**config.mk**
```make
export PLATFORM = sky130hd
export DESIGN_NAME = led_pwm_driver
export DESIGN_NICKNAME = d
export VERILOG_FILES = /design/src/rtl/led_pkg.sv /design/src/rtl/led_breath_env.sv /design/src/rtl/led_pwm_driver.sv
export SDC_FILE = /design/constraint.sdc
export NUM_CORES = 1
export LEC_CHECK = 0
export ABC_AREA = 1
export CAP_MARGIN = 10
export CORE_MARGIN = 5
export CORE_UTILIZATION = 25
export CTS_CLUSTER_DIAMETER = 40
export CTS_CLUSTER_SIZE = 28
export DETAILED_ROUTE_END_ITERATION = 10
export PLACE_DENSITY = 0.47
export SLEW_MARGIN = 20
export SYNTH_ARGS = -nofsm -noshare
export SYNTH_HDL_FRONTEND = slang
export SYNTH_HIERARCHICAL = 1
export SYNTH_SLANG_ARGS = --single-unit
```
**constraint.sdc**
```tcl
create_clock -name clk -period 9.8 [get_ports clk]
set_input_delay 0.98 -clock clk [delete_from_list [all_inputs] [get_ports clk]]
set_output_delay 0.98 -clock clk [all_outputs]
set_load 0.1 [all_outputs]
```
**src/rtl/led_pkg.sv**
```systemverilog
// Shared LED driver constants: LED count, default PWM width and breathing-envelope state encoding.
package led_pkg;
  localparam int LED_COUNT    = 4;
  localparam int LED_PWM_BITS = 8;

  typedef enum logic {
    ENV_RISE = 1'b0,
    ENV_FALL = 1'b1
  } env_state_t;
endpackage

```
**src/rtl/led_breath_env.sv**
```systemverilog
// Breathing envelope: triangle ramp 0..max..0, one step every STEP_PERIODS period ticks.
// Held at 0 in RISE while disabled; no backpressure, env is a plain registered level.
module led_breath_env
  import led_pkg::*;
#(
  parameter int PWM_BITS     = LED_PWM_BITS,
  parameter int STEP_PERIODS = 4
) (
  input  logic                clk,
  input  logic                rst,
  input  logic                period_tick,
  input  logic                enable,
  output logic [PWM_BITS-1:0] env
);

  localparam logic [PWM_BITS-1:0] ENV_MAX   = '1;
  localparam logic [PWM_BITS-1:0] ENV_ONE   = PWM_BITS'(1);
  localparam logic [15:0]         STEP_LAST = 16'(STEP_PERIODS - 1);

  env_state_t          state, state_nxt;
  logic [PWM_BITS-1:0] env_nxt;
  logic [15:0]         step_cnt, step_cnt_nxt;

  always_ff @(posedge clk or posedge rst) begin
    if (rst) begin
      state    <= ENV_RISE;
      env      <= '0;
      step_cnt <= '0;
    end else begin
      state    <= state_nxt;
      env      <= env_nxt;
      step_cnt <= step_cnt_nxt;
    end
  end

  // Direction flips on the step that lands on an endpoint, so each endpoint lasts exactly one step.
  always_comb begin
    state_nxt    = state;
    env_nxt      = env;
    step_cnt_nxt = step_cnt;
    if (!enable) begin
      state_nxt    = ENV_RISE;
      env_nxt      = '0;
      step_cnt_nxt = '0;
    end else if (period_tick) begin
      if (step_cnt != STEP_LAST) begin
        step_cnt_nxt = step_cnt + 16'd1;
      end else begin
        step_cnt_nxt = '0;
        case (state)
          ENV_RISE: begin
            env_nxt = env + ENV_ONE;
            if (env == ENV_MAX - ENV_ONE) state_nxt = ENV_FALL;
          end
          ENV_FALL: begin
            env_nxt = env - ENV_ONE;
            if (env == ENV_ONE) state_nxt = ENV_RISE;
          end
        endcase
      end
    end
  end

endmodule

```
**src/rtl/led_pwm_driver.sv**
```systemverilog
// 4-LED PWM driver; pattern/brightness/breathing changes apply only at period boundaries. No backpressure.
// led_out lags cnt by 1 clk; with LED_PWM_GAMMA_EN defined, duty is gamma-squared and latency is 2 clk.
module led_pwm_driver
  import led_pkg::*;
#(
  parameter int CLK_FREQ     = 200_000_000,
  parameter int PWM_BITS     = LED_PWM_BITS,
  parameter int STEP_PERIODS = 4
) (
  input  logic                 clk,
  input  logic                 rst,
  input  logic [LED_COUNT-1:0] pat_in,
  input  logic                 pat_valid,
  input  logic [PWM_BITS-1:0]  bright,
  input  logic                 breathe_en,
  output logic [LED_COUNT-1:0] led_out,
  output logic                 pwm_sync
);

  localparam logic [PWM_BITS-1:0] CNT_MAX = '1;
  localparam logic [PWM_BITS-1:0] CNT_ONE = PWM_BITS'(1);

  if (STEP_PERIODS < 1 || STEP_PERIODS > 65535 || CLK_FREQ < 1) begin : g_bad_param
    $error("led_pwm_driver: STEP_PERIODS or CLK_FREQ out of range");
  end

  logic [PWM_BITS-1:0]   cnt;
  logic                  period_end;
  logic [LED_COUNT-1:0]  pend_pat;
  logic [LED_COUNT-1:0]  active_pat;
  logic [PWM_BITS-1:0]   active_bright;
  logic                  active_breathe;
  logic [PWM_BITS-1:0]   env;
  logic [2*PWM_BITS-1:0] scaled;
  logic [PWM_BITS-1:0]   duty;

  assign period_end = (cnt == CNT_MAX);

  always_ff @(posedge clk or posedge rst) begin
    if (rst) begin
      cnt            <= '0;
      pwm_sync       <= 1'b0;
      pend_pat       <= '0;
      active_pat     <= '0;
      active_bright  <= '0;
      active_breathe <= 1'b0;
    end else begin
      cnt      <= cnt + CNT_ONE;
      pwm_sync <= period_end;
      if (pat_valid) pend_pat <= pat_in;
      // A strobe landing on the last count bypasses pending so it is not lost for a period.
      if (period_end) begin
        active_pat     <= pat_valid ? pat_in : pend_pat;
        active_bright  <= bright;
        active_breathe <= breathe_en;
      end
    end
  end

  led_breath_env #(
    .PWM_BITS    (PWM_BITS),
    .STEP_PERIODS(STEP_PERIODS)
  ) u_env (
    .clk        (clk),
    .rst        (rst),
    .period_tick(period_end),
    .enable     (active_breathe),
    .env        (env)
  );

  assign scaled = {{PWM_BITS{1'b0}}, active_bright} * {{PWM_BITS{1'b0}}, env};
  assign duty   = active_breathe ? PWM_BITS'(scaled >> PWM_BITS) : active_bright;

`ifdef LED_PWM_GAMMA_EN
  logic [2*PWM_BITS-1:0] duty_sq;
  logic [PWM_BITS-1:0]   g_cnt;
  logic [PWM_BITS-1:0]   g_duty;
  logic [LED_COUNT-1:0]  g_pat;

  assign duty_sq = {{PWM_BITS{1'b0}}, duty} * {{PWM_BITS{1'b0}}, duty};

  // cnt and pattern ride along with the squared duty so the compare stays period-aligned.
  always_ff @(posedge clk or posedge rst) begin
    if (rst) begin
      g_cnt   <= '0;
      g_duty  <= '0;
      g_pat   <= '0;
      led_out <= '0;
    end else begin
      g_cnt   <= cnt;
      g_duty  <= PWM_BITS'(duty_sq >> PWM_BITS);
      g_pat   <= active_pat;
      led_out <= g_pat & {LED_COUNT{g_cnt < g_duty}};
    end
  end
`else
  always_ff @(posedge clk or posedge rst) begin
    if (rst) led_out <= '0;
    else     led_out <= active_pat & {LED_COUNT{cnt < duty}};
  end
`endif

endmodule

```
# ---- Word-level counts from Yosys, hierarchy flattened
# Cells that the tools add are included.
dict set report word_totals {
  ff_bits 55
  output_inout_bits 5
  in_bits 16
}
dict set report classes {
  bitwise_logic 2
  muxes 15
  mul 1
  n_reduce_logical 1
  n_eq_ne 6
  add_sub_neg 4
  magnitude_cmp 1
}
# cell n
set ops {}
lappend ops {{two-way mux 16 bit} 3}
lappend ops {{two-way mux 8 bit} 4}
lappend ops {{adder 16 x 1 -> 16 bit (second input constant)} 1}
lappend ops {{adder 8 x 1 -> 8 bit (second input constant)} 2}
lappend ops {{== test 8 bit (second input constant)} 2}
lappend ops {{multiplier 8 x 8 -> 16 bit} 1}
lappend ops {{!= test 16 x 2 -> 1 bit (second input constant)} 1}
lappend ops {{case mux 8 bit (2 select lines)} 1}
lappend ops {{== test 8 x 1 -> 1 bit (second input constant)} 1}
lappend ops {{less-than comparator 8 bit} 1}
lappend ops {{subtractor 8 x 1 -> 8 bit (second input constant)} 1}
lappend ops {{two-way mux 1 bit} 5}
lappend ops {{AND 4 bit} 1}
lappend ops {{two-way mux 4 bit} 1}
lappend ops {{!= test 2 bit (second input constant)} 2}
lappend ops {{case mux 1 bit (2 select lines)} 1}
lappend ops {{AND reduction 2 bit} 1}
lappend ops {{NOT 1 bit} 1}

# ---- Logic depth before layout (Yosys ltp)
dict set report logic_depth {
  word_depth 6
  ltp_mapped 31
}

# ---- Hierarchy
# The synthesis kept the hierarchy.
# module seq_area_each_um2 cells_per_inst n_inst area_per_inst_um2
set by_module_without_submodules {}
lappend by_module_without_submodules {led_pwm_driver 750.7 482 1 3562.2}
lappend by_module_without_submodules {led_breath_env 625.6 261 1 1806.7}

# ---- Worst setup path after synthesis
# No wires, ideal clock.
dict set report synth_path {
  path_type {reg2reg}
  start {reg u_env.env[6]}
  end {reg led_out[0]}
  stages_incl_launch_ff 27
  synth_period_minus_slack_ps 4862
  arrival_ps 4790
  required_ps 9728
  path_slack_ps 4938
  path_cell_list {dfrtp_1 clkbuf_1 nand2_1 fa_1 fa_1 inv_1 fa_1 inv_1 fa_1 inv_1 ha_1 nand2_1 inv_1 a21oi_1 nand2_2 inv_1 o21bai_2 nand3_1 nand3_1 nand3_1 o21ai_0 ha_1 a21oi_1 nand2_1 nand2_1 nand2_2 nor2_1}
}
dict set report synth_between {
  elab_chain_cells 4
}
# element line_no
set synth_lines {}
lappend synth_lines {{start, declared} led_breath_env.sv:13} ;# output logic [PWM_BITS-1:0] env
lappend synth_lines {{start signal, assigned} led_breath_env.sv:31} ;# env <= env_nxt;
lappend synth_lines {{multiplier 8 x 8 -> 16 bit} led_pwm_driver.sv:71} ;# assign scaled = {{PWM_BITS{1'b0}}, active_bright} * {{PWM_BITS{1'b0}}, env};
lappend synth_lines {{two-way mux 8 bit} led_pwm_driver.sv:72} ;# assign duty = active_breathe ? PWM_BITS'(scaled >> PWM_BITS) : active_bright;
lappend synth_lines {{less-than comparator 8 bit} led_pwm_driver.sv:99} ;# else led_out <= active_pat & {LED_COUNT{cnt < duty}};
lappend synth_lines {{AND 4 bit} led_pwm_driver.sv:99}
lappend synth_lines {{end signal, assigned} led_pwm_driver.sv:99}
lappend synth_lines {{end, declared} led_pwm_driver.sv:16} ;# output logic [LED_COUNT-1:0] led_out,
# No other way between the ends.
# A chain may end at the register's enable or synchronous reset.

# ---- Final worst setup path
dict set report layout_path {
  start {reg u_env.env[6]}
  end {reg led_out[3]}
}
# The elaborated chain is that of the path after synthesis.

==> results by group <==
Run
  • Max Cap Viol: 0

Clocking
  • TritonCTS Sinks: 55
  • CTS H-tree depth: 2
  • CTS clk-pin slew, worst paths: 0.07 ns
  • Clock Latency Late Sink: 0.30 ns
  • Post-CTS Hold Fix Bufs: 0
  • CTS tree: built
  • Resized cells post-CTS: 0
  • CTS root buf: clkbuf_16
  • CTS Buf Count: 5
  • Post-CTS setup buffers: 0
  • Clock Path Buffers: 2

Global routing
  • GRT overflow: 0
  • Largest net degree at the start of global routing: 30
  • First-pass GRT wire length: 21.9 mm
  • Number of global-route vias before repair: 4343
  • Gr usage total: 0.112
  • Initial antenna violation count: 0

Logic synthesis
  • YS warnings: 6
  • Synthesized cell area: 5370 µm²
  • Yosys top cell by area: dfrtp_1
  • Mapped Nets: 840
  • Yosys cell types: 38
  • Synth Register Bits: 55
  • Post-synthesis sequential area ratio: 0.256
  • Synth area leaders: dfrtp_1 26%, nand2_1 15%, fa_1 13%
  • Top cell type's share of synthesized area: 0.256
  • Mapped Avg Cell Area: 7.23 µm²
  • Syn Inst Count: 743

Final layout
  • Post-route cell area: 5960 µm²
  • # diodes: 0
  • Most common cell after layout, fill and taps aside: nand2_1
  • Reg area: 1380 µm²
  • Nets: 844
  • Final Util: 0.283
  • Commonest non-fill, non-tap cells in the layout: 215 x nand2_1, 150 x inv_1, 55 x dfrtp_1
  • P&R area growth vs syn: 11.0%
  • Fillers: 2331
  • Area occupied by multi-input gates: 3280 µm²
  • Layout cell share with drive strength beyond 1: 0.0495

STA
  • Final period utilization: 0.537
  • Max transition margin: 0.306
  • Hold_ws: 0.479 ns
  • Clock period minus worst slack: 5.27 ns
  • Slew Viols, Final: 0
  • Achievable Freq: 190 MHz
  • Setup tns final: 0 ns
  • Final setup viols: 0
  • Clock skew: 0.00673 ns
  • Final hold violations: 0
  • RSZ-0062 raised after global routing: false
  • Worst slew pin tran: 1.04 ns

Drt
  • Routed wire length: 12.9 mm
  • Post-route DRC: 0
  • DR iter-0 viols: 253
  • Routed vias: 4315
  • Routed wire per std cell: 12.6 µm
  • Antenna viol nets, final: 0
  • Drt via density: 4.22
  • Drt pass-1 iters: 4

Placed design
  • DP Wirelength: 9.92 mm
  • IO buf count: 20
  • Placed inst area: 5800 µm²
  • Placer congestion estimate: 0.879

Die
  • Rows: 53
  • Die height: 157 µm
  • Initial Util: 0.255
  • Die ar.: 24500 µm²
  • CORE AREA: 21100 µm²
  • IO Pins: 21
  • Die W: 157 µm

Run status
  • Status: complete, no violations

Power
  • PwrDens: 75.3 nW/µm²
  • P_leak: 3.38 nW
  • Max IR drop VDD: 0.0591 mV

Worst setup path
  • Crit path DAT: 5.50 ns
  • Worst setup SP type: flop
  • CP Capture Type: flop
  • Worst Path Required: 10.04 ns
  • Max Fanout on Critical Path: 15
  • CP Class: flop to flop

Min path
  • Tightest Hold Check Type: flop to flop
==> cell families after synthesis <==
kind of cell | count (synthesis) | synth area share
buf+inv | 180 | 0.132
flops | 55 | 0.256
fa+ha+maj | 81 | 0.238
mux | 1 | 0.00186
xor+xnor | 14 | 0.0228
compound gates | 61 | 0.0641
simple gates | 351 | 0.285
==> worst paths after layout <==
kind | start | to | slack, ns | depth (start not counted)
worst max-delay path | u_env/env[6]$_DFFE_PP0P_ | led_out[3]$_DFF_PP0_ | 4.53 | 21
worst min-delay path | pend_pat[2]$_DFF_PP0_ | pend_pat[2]$_DFF_PP0_ | 0.48 | 2
worst max register to register | u_env/env[6]$_DFFE_PP0P_ | led_out[3]$_DFF_PP0_ | 4.53 | 21
worst min register to register | pend_pat[2]$_DFF_PP0_ | pend_pat[2]$_DFF_PP0_ | 0.48 | 2
max in group asynchronous | rst | u_env/step_cnt[6]$_DFFE_PP0P_ | 8.34 | 2
min in group asynchronous | rst | pwm_sync$_DFF_PP0_ | 0.86 | 2
==> critical path, cell delays in order (launching register included) <==
cell	delay, ns
dfrtp_1	0.69
nand2_1	0.10
inv_1	0.09
fa_1	0.44
fa_1	0.51
fa_1	0.55
inv_1	0.05
fa_1	0.52
inv_1	0.04
ha_1	0.35
a21oi_1	0.19
o21ai_0	0.12
a211oi_1	0.28
nand3_1	0.11
nand3_1	0.09
o21ai_0	0.11
ha_1	0.33
a21oi_1	0.14
nor2_1	0.05
a211oi_1	0.21
nand2_2	0.12
nor2_1	0.10
==> area by class of cell <==
class                      count  share of cell area
clock buffer                   5              0.0210
clock inverter                 2             0.00630
inverter                     156              0.0982
multi-input combinational    508               0.551
sequential                    55               0.231
tap                          275              0.0577
timing repair buffer          21              0.0348
==> cells in the mapped netlist (all sizes together) <==
master  number
a21oi       17
nand3b       2
o21ai       35
fa          35
ha          46
a31o         1
xnor2        6
nor3        13
clkbuf      12
a211oi       3
and3         1
or3          1
nor3b        1
or2          1
o21a         1
inv        155
xor2         8
o21bai       4
dfrtp       55
nand3       35
nor2        59
buf         12
mux2i        1
nand4       13
nand2      225
clkinv       1
==> per-stage QoR <==
step           setup WS, ns  power, W  instances
4_1_cts                4.49  0.000460       1022
3_5_place_dp           4.51  0.000247       1015
5_1_grt                3.95  0.000473       1022
3_3_place_gp           4.56  0.000247       1015
6_report               4.53  0.000449       1022
2_1_floorplan          4.94  0.000238        743
==> registers in the layout (all words and copies together) (netlist names) <==
| name | cells |
|---|---|
| u_env/step_cnt | 16 |
| active_bright | 8 |
| cnt | 8 |
| u_env/env | 8 |
| active_pat | 4 |
| led_out | 4 |
| pend_pat | 4 |
| active_breathe | 1 |
| pwm_sync | 1 |
| u_env/state | 1 |
==> power by group <==
group / total (W) / internal [W] / switching, W
Sequential: 0.000229 / 0.000228 / 0.000000419
Clock: 0.000206 / 0.000119 / 0.0000870
Combinational: 0.0000137 / 0.00000622 / 0.00000744
Total: 0.000449 / 0.000354 / 0.0000948
==> per-layer routing <==
layer	GRT usage	up-vias	wire length, µm
met5	0	-	0
met4	0.0236	0	70
met3	0.0183	4	290
met2	0.179	33	5990
met1	0.160	2010	6540
li1	-	2268	-
Note: power is estimated with default switching activity, not from simulation.
